<file path="src/rtl/usart_bus_sequencer.sv">
// i8251 USART bus master: init recipe, status polling, byte streaming, CPU port.
// Optional USART_RX_FIFO_EN adds a 4-entry RX FIFO and an rx_ready input.
`timescale 1ns/1ps
module usart_bus_sequencer #(
  parameter logic [7:0] MODE_WORD  = 8'h4E,
  parameter logic [7:0] CMD_WORD   = 8'h15,
  parameter int         STROBE_CYC = 4,
  parameter int         POLL_GAP   = 16
) (
  input  logic       clk,
  input  logic       reset,
  input  logic       cpu_req,
  input  logic       cpu_we,
  input  logic       cpu_cd,
  input  logic [7:0] cpu_wdata,
  output logic [7:0] cpu_rdata,
  output logic       cpu_ack,
  input  logic       tx_valid,
  input  logic [7:0] tx_data,
  output logic       tx_ready,
`ifdef USART_RX_FIFO_EN
  input  logic       rx_ready,
`endif
  output logic       rx_valid,
  output logic [7:0] rx_data,
  output logic [7:0] status,
  output logic       init_done,
  output logic       u_cs_n,
  output logic       u_wr_n,
  output logic       u_rd_n,
  output logic       u_cd,
  output logic [7:0] u_dout,
  output logic       u_oe,
  input  logic [7:0] u_din
);

  typedef enum logic [3:0] {
    INIT0, INIT1, INIT2, INIT_IR, INIT_MODE, INIT_CMD,
    POLL_WAIT, STAT_RD, RX_RD, TX_WR, CPU
  } st_e;

  typedef enum logic [2:0] {
    PH_IDLE, PH_SETUP, PH_STROBE, PH_HOLD, PH_GAP
  } ph_e;

  st_e        st_q, st_d, nxt;
  ph_e        ph_q, ph_d;
  logic [3:0] scnt_q, scnt_d;
  logic [7:0] gap_q, gap_d;
  logic       we_q, we_d;
  logic       cd_q, cd_d;
  logic [7:0] dout_q, dout_d;
  logic [7:0] samp_q, samp_d;
  logic [7:0] status_q, status_d;
  logic [7:0] cpu_rdata_q, cpu_rdata_d;
  logic [7:0] rx_data_q, rx_data_d;
  logic       init_done_q, init_done_d;

  logic       f_we, f_cd;
  logic [7:0] f_dat;
  logic       cur_we, cur_cd;
  logic [7:0] cur_dat;
  logic       in_gap, busy, reinit, rx_ok, rx_push;

  // Bus fields for the access the current state starts
  always_comb begin
    f_we  = 1'b0;
    f_cd  = 1'b0;
    f_dat = 8'h00;
    unique case (st_q)
      INIT0, INIT1, INIT2: begin
        f_we = 1'b1;
        f_cd = 1'b1;
      end
      INIT_IR: begin
        f_we  = 1'b1;
        f_cd  = 1'b1;
        f_dat = 8'h40;
      end
      INIT_MODE: begin
        f_we  = 1'b1;
        f_cd  = 1'b1;
        f_dat = MODE_WORD;
      end
      INIT_CMD: begin
        f_we  = 1'b1;
        f_cd  = 1'b1;
        f_dat = CMD_WORD;
      end
      STAT_RD: f_cd = 1'b1;
      TX_WR: begin
        f_we  = 1'b1;
        f_dat = tx_data;
      end
      CPU: begin
        f_we  = cpu_we;
        f_cd  = cpu_cd;
        f_dat = cpu_wdata;
      end
      default: ;
    endcase
  end

  assign cur_we  = (ph_q == PH_SETUP) ? f_we  : we_q;
  assign cur_cd  = (ph_q == PH_SETUP) ? f_cd  : cd_q;
  assign cur_dat = (ph_q == PH_SETUP) ? f_dat : dout_q;
  assign in_gap  = (ph_q == PH_GAP);
  assign reinit  = we_q & cd_q & dout_q[6];
  assign rx_push = (st_q == RX_RD) & in_gap;

  always_comb begin
    nxt = POLL_WAIT;
    unique case (st_q)
      INIT0:     nxt = INIT1;
      INIT1:     nxt = INIT2;
      INIT2:     nxt = INIT_IR;
      INIT_IR:   nxt = INIT_MODE;
      INIT_MODE: nxt = INIT_CMD;
      STAT_RD: begin
        if (cpu_req)                 nxt = CPU;
        else if (samp_q[1] & rx_ok)  nxt = RX_RD;
        else if (samp_q[0] & tx_valid) nxt = TX_WR;
      end
      RX_RD: begin
        if (cpu_req)                   nxt = CPU;
        else if (status_q[0] & tx_valid) nxt = TX_WR;
      end
      CPU:       nxt = reinit ? INIT_MODE : POLL_WAIT;
      default:   nxt = POLL_WAIT;
    endcase
  end

  always_comb begin
    st_d   = st_q;
    ph_d   = ph_q;
    scnt_d = scnt_q;
    gap_d  = gap_q;
    unique case (ph_q)
      PH_IDLE: begin
        if (st_q != POLL_WAIT) begin
          ph_d = PH_SETUP;
        end else if (cpu_req) begin
          st_d = CPU;
          ph_d = PH_SETUP;
        end else if (gap_q <= 8'd1) begin
          st_d = STAT_RD;
          ph_d = PH_SETUP;
        end else begin
          gap_d = gap_q - 8'd1;
        end
      end
      PH_SETUP: begin
        ph_d   = PH_STROBE;
        scnt_d = 4'(STROBE_CYC - 1);
      end
      PH_STROBE: begin
        if (scnt_q == 4'd0) ph_d = PH_HOLD;
        else                scnt_d = scnt_q - 4'd1;
      end
      PH_HOLD: ph_d = PH_GAP;
      PH_GAP: begin
        st_d = nxt;
        if (nxt == POLL_WAIT) begin
          ph_d  = PH_IDLE;
          gap_d = 8'(POLL_GAP);
        end else begin
          ph_d = PH_SETUP;
        end
      end
      default: ph_d = PH_IDLE;
    endcase
  end

  always_comb begin
    we_d        = we_q;
    cd_d        = cd_q;
    dout_d      = dout_q;
    samp_d      = samp_q;
    status_d    = status_q;
    cpu_rdata_d = cpu_rdata_q;
    rx_data_d   = rx_data_q;
    init_done_d = init_done_q;
    if (ph_q == PH_SETUP) begin
      we_d   = f_we;
      cd_d   = f_cd;
      dout_d = f_dat;
    end
    if (ph_q == PH_STROBE && scnt_q == 4'd0)
      samp_d = u_din;
    if (ph_q == PH_HOLD && st_q == CPU && !we_q)
      cpu_rdata_d = samp_q;
    if (ph_q == PH_HOLD && st_q == RX_RD)
      rx_data_d = samp_q;
    if (in_gap && st_q == STAT_RD)
      status_d = samp_q;
    if (in_gap && st_q == INIT_CMD)
      init_done_d = 1'b1;
    if (in_gap && st_q == CPU && reinit)
      init_done_d = 1'b0;
  end

  always_ff @(posedge clk or posedge reset) begin
    if (reset) begin
      st_q        <= INIT0;
      ph_q        <= PH_IDLE;
      scnt_q      <= '0;
      gap_q       <= '0;
      we_q        <= 1'b0;
      cd_q        <= 1'b0;
      dout_q      <= '0;
      samp_q      <= '0;
      status_q    <= '0;
      cpu_rdata_q <= '0;
      rx_data_q   <= '0;
      init_done_q <= 1'b0;
    end else begin
      st_q        <= st_d;
      ph_q        <= ph_d;
      scnt_q      <= scnt_d;
      gap_q       <= gap_d;
      we_q        <= we_d;
      cd_q        <= cd_d;
      dout_q      <= dout_d;
      samp_q      <= samp_d;
      status_q    <= status_d;
      cpu_rdata_q <= cpu_rdata_d;
      rx_data_q   <= rx_data_d;
      init_done_q <= init_done_d;
    end
  end

`ifdef USART_RX_FIFO_EN
  logic [7:0] mem_q [4];
  logic [7:0] mem_d [4];
  logic [1:0] wp_q, wp_d, rp_q, rp_d;
  logic [2:0] cnt_q, cnt_d;
  logic       pop;

  assign rx_ok = (cnt_q != 3'd4);
  assign pop   = (cnt_q != 3'd0) & rx_ready;

  always_comb begin
    mem_d = mem_q;
    wp_d  = wp_q;
    rp_d  = rp_q;
    cnt_d = cnt_q;
    if (rx_push) begin
      mem_d[wp_q] = rx_data_q;
      wp_d        = wp_q + 2'd1;
    end
    if (pop) rp_d = rp_q + 2'd1;
    unique case ({rx_push, pop})
      2'b10:   cnt_d = cnt_q + 3'd1;
      2'b01:   cnt_d = cnt_q - 3'd1;
      default: cnt_d = cnt_q;
    endcase
  end

  always_ff @(posedge clk or posedge reset) begin
    if (reset) begin
      for (int i = 0; i < 4; i++) mem_q[i] <= '0;
      wp_q  <= '0;
      rp_q  <= '0;
      cnt_q <= '0;
    end else begin
      mem_q <= mem_d;
      wp_q  <= wp_d;
      rp_q  <= rp_d;
      cnt_q <= cnt_d;
    end
  end

  assign rx_valid = (cnt_q != 3'd0);
  assign rx_data  = mem_q[rp_q];
`else
  assign rx_ok    = 1'b1;
  assign rx_valid = rx_push;
  assign rx_data  = rx_data_q;
`endif

  assign busy = (ph_q == PH_SETUP) | (ph_q == PH_STROBE) |
                (ph_q == PH_HOLD);

  always_comb begin
    u_cs_n    = ~busy;
    u_wr_n    = ~((ph_q == PH_STROBE) & cur_we);
    u_rd_n    = ~((ph_q == PH_STROBE) & ~cur_we);
    u_oe      = busy & cur_we;
    u_cd      = cur_cd;
    u_dout    = cur_dat;
    cpu_ack   = (st_q == CPU) & in_gap;
    tx_ready  = (st_q == TX_WR) & (ph_q == PH_SETUP);
    cpu_rdata = cpu_rdata_q;
    status    = status_q;
    init_done = init_done_q;
  end

endmodule
</file>
<file path="config.mk">
export PLATFORM = sky130hd
export DESIGN_NAME = usart_bus_sequencer
export DESIGN_NICKNAME = d
export VERILOG_FILES = /design/src/rtl/usart_bus_sequencer.sv
export SDC_FILE = /design/constraint.sdc
export NUM_CORES = 1
export LEC_CHECK = 0
export ABC_AREA = 1
export BUFFER_PORTS_ARGS = -buffer_cell sky130_fd_sc_hd__buf_4
export CAP_MARGIN = 0
export CORE_MARGIN = 2
export CORE_UTILIZATION = 54
export CTS_BUF_LIST = sky130_fd_sc_hd__clkbuf_16
export DETAILED_ROUTE_END_ITERATION = 10
export PLACE_DENSITY = 0.8
export SYNTH_ARGS = -nofsm -noshare
export SYNTH_HDL_FRONTEND = slang
export SYNTH_SLANG_ARGS = --single-unit
</file>
<file path="constraint.sdc">
create_clock -name clk -period 2.3 [get_ports clk]
set_clock_uncertainty 0.15 [all_clocks]
set_input_delay 0.23 -clock clk [delete_from_list [all_inputs] [get_ports clk]]
set_output_delay 0.23 -clock clk [all_outputs]
set_load 0.02 [all_outputs]
</file>
==> metrics.cfg <==
[worst_setup_path]
cp_max_fo=7
endpoint_kind=output pin
rr_startpoint=gap_q[0]$_DFFE_PP0P_
cp_common_cell=nand2_1
max_stage_delay_ns=0.47
cp.required_ns=1.92
critical_path_class=register to output pin
startpoint=st_q[0]$_DFFE_PP0P_
slowest_stage=dfrtp_1
cp_data_arrival_time_ns=1.83
cp_cell_sequence=inv_1 > nand2_2 > nor2_4 > buf_4 > nand2_1 > nand3_1 > nand2_1 > nand2_1 > buf_4
startpoint_type=register

[grt]
grt_pass1_vias=2717
globalRouteOverflowTotal=0
grt_pass1_wl_um=12500
grt_max_degree=63
grt.total_usage_pct=26.1
antenna_found_initial=0

[yosys]
seq_area_frac_synth_pct=50.2
syn_nets=421
synth-edff-count=0
syn_area_per_cell_um2=7.96
synth_cell_types=30
synth.most_common_cell=nand2_1
synthTopCellsByCount=120 x nand2_1, 62 x dfrtp_1, 41 x inv_1, 34 x nor2_1, 31 x nand3_1
syn_area_mm2=0.00309
synth_top_area_share_pct=50.2
yosys_warnings=0
synthArstFlopShare_pct=100
synth_top_area_cell=dfrtp_1
synthesis.instances=388
synth_seq_cells=62
synth_area_leaders=dfrtp_1 50%, nand2_1 15%, nand3_1 5.0%, inv_1 5.0%, nor2_1 4.1%
synth_ff_type=dfrtp_1

[sta]
hold_viol=1
finalCritPeriodShare_pct=95.9
fin_crit_ns=2.21
max_freq_mhz=453
setup_viol=0
slew_headroom_pct=64.7
rsz0062_at_grt=no
slew_violations=0
worstMarginPinSlew_ns=0.528
hold_slack_ns=-0.000234
timing.setup.tns_ns=0

[power_and_ir_drop]
clockPowerShare_pct=20.1
seq_power_share_pct=31.7
p_int_mw=3.26
combPwrFrac_pct=48.2
leakagePower_nw=2.12
swShare_pct=43.9
power_per_cell_area_mw_per_mm2=1450
ir_drop_uv=915
p_switching_mw=2.55

[die]
io_pins=71
rows=27
die_width_um=79.6
core-area_mm2=0.00551
die-area_mm2=0.00634
dieHeight_um=79.6
initial_core_util_pct=56.1

[routing]
viasPerCell=5.34
routedWlPerCell_um=14.2
drc=0
wl_met3_um=560
top_layer_used=met4
num_vias=2911
routed_wl_um=7750
wl_met1_um=3160
routed-wl-met2_um=3810
drt_iter0_drc=238
drtPass1Iterations=7
ant_nets=0

[layout]
area_growth_pct=29.7
drive_gt1_share_pct=25.4
n_fill_cell=433
nets=502
antenna_cells=0

[cts]
clkTransAtPathRegs_ns=0.05
ctsLongestPathBuffers=2
cts.sinks=62
clockRootBuffer=clkbuf_16
cts_buffers=9
clk_latency_ns=0.33
tritoncts=built
cts_max_level=3

[place]
dp_hpwl_um=5380
numPortBuffers=70
gp_congestion=0.892

[worst_hold_path]
hp-class=input port to register
hold_path_startpoint=u_din[6]

[job]
cap_viol_max_count=0

[run_status]
violations=negative hold slack
status=finished with violations

## metal layers
layer  vias to the layer above  global-route usage, %
met5                         -                      0
met4                         0                   12.6
li1                       1417                      -
met1                      1346                   32.4
met2                       125                   43.1
met3                        23                   5.88
## flip-flops by register name (all words and copies together) (netlist names)
register   count
cd_q           1
cpu_rdata      8
dout_q         8
gap_q          8
init_done      1
ph_q           3
rx_data        8
samp_q         8
scnt_q         4
st_q           4
status         8
we_q           1
## path summary, 6_finish.rpt
check	endpoint	slack (ns)	cells after the start
worst min register to register	dout_q[0]$_DFF_PP0_	0.33	2
max in group asynchronous	samp_q[1]$_DFFE_PP0P_	1.36	4
min in group asynchronous	cpu_rdata[3]$_DFFE_PP0P_	0.38	4
worst max register to register	gap_q[1]$_DFFE_PP0P_	0.31	8
worst max-delay path	u_dout[3]	0.09	9
worst min-delay path	samp_q[6]$_DFFE_PP0P_	-0.0002	3
## logic make-up (layout without fill, tap and decap cells)
kind of cell	Yosys count	count (layout)	synth area share (%)
AOI/OAI and AO/OA	58	58	11.2
buffers and inverters	50	134	6.69
xor gates and xnor gates	3	3	0.851
and+or+nand+nor	212	213	29.8
adders and majority gates	3	3	1.22
DFF	62	62	50.2
## worst max-delay path: cells and delay by family, from the launching register on
kind / cells / cell delay [ns]
flops: 1 / 0.47
simple gates: 6 / 0.57
buf+inv: 3 / 0.47
## placed cells by master, fill, tap and decap left out, drive strengths merged
cell,synthesis,layout
clkinvlp,0,2
dfrtp,62,62
o32ai,1,1
clkbuf,3,9
a221oi,2,2
nor3b,1,1
xnor2,1,1
o211ai,1,1
nor3,6,6
inv,42,43
nand2,124,124
a22o,2,2
nand3,33,33
a21oi,17,17
xor2,2,2
dlygate4sd3,0,2
nand4,2,2
ha,3,3
clkinv,0,3
nor2,41,42
buf,5,75
or2,5,5
o21ai,35,35
## final cells by class
class	instances	area, µm²	area share (%)
Clock buffer	9	225	5.62
Tap cell	72	90.1	2.25
Timing Repair Buffer	77	596	14.9
Multi-Input combinational cell	277	1350	33.8
Inverter	42	158	3.94
Clock inverter	6	31.3	0.781
Sequential cell	62	1550	38.7
## power groups by stage
| stage | registers (mW) | clock network, mW | logic (mW) |
|---|---|---|---|
| 2_1_floorplan | 1.98 | 0 | 1.63 |
| 3_3_place_gp | 1.83 | 0 | 2.65 |
| 3_5_place_dp | 1.84 | 0 | 2.71 |
| 4_1_cts | 1.84 | 1.18 | 2.76 |
| 5_1_grt | 1.89 | 1.23 | 3.07 |
| 6_report | 1.84 | 1.17 | 2.80 |
## timing repair
item | in CTS | in global routing
buffers inserted | 0 | 2
endpoints found under the setup margin | 4 | 7
hold endpoints to repair | 63 | 0
hold buffers | 2 | 0
resized for setup | 2 | 5
pin swaps | 0 | 2
cloned | 0 | 1
## per-stage QoR
stage | cell area [µm²] | total power [mW] | util [%] | cells | setup slack [ns]
4_1_cts | 3980 | 5.78 | 72.2 | 542 | 0.0218
3_5_place_dp | 3690 | 4.55 | 67.0 | 525 | 0.282
5_1_grt | 4010 | 6.19 | 72.7 | 545 | 0.00926
6_report | 4010 | 5.82 | 72.7 | 545 | 0.0944
3_3_place_gp | 3690 | 4.48 | 67.0 | 525 | 0.383
2_1_floorplan | 3090 | 3.62 | - | 388 | 0.379
Power figures use the tool's default switching activity.
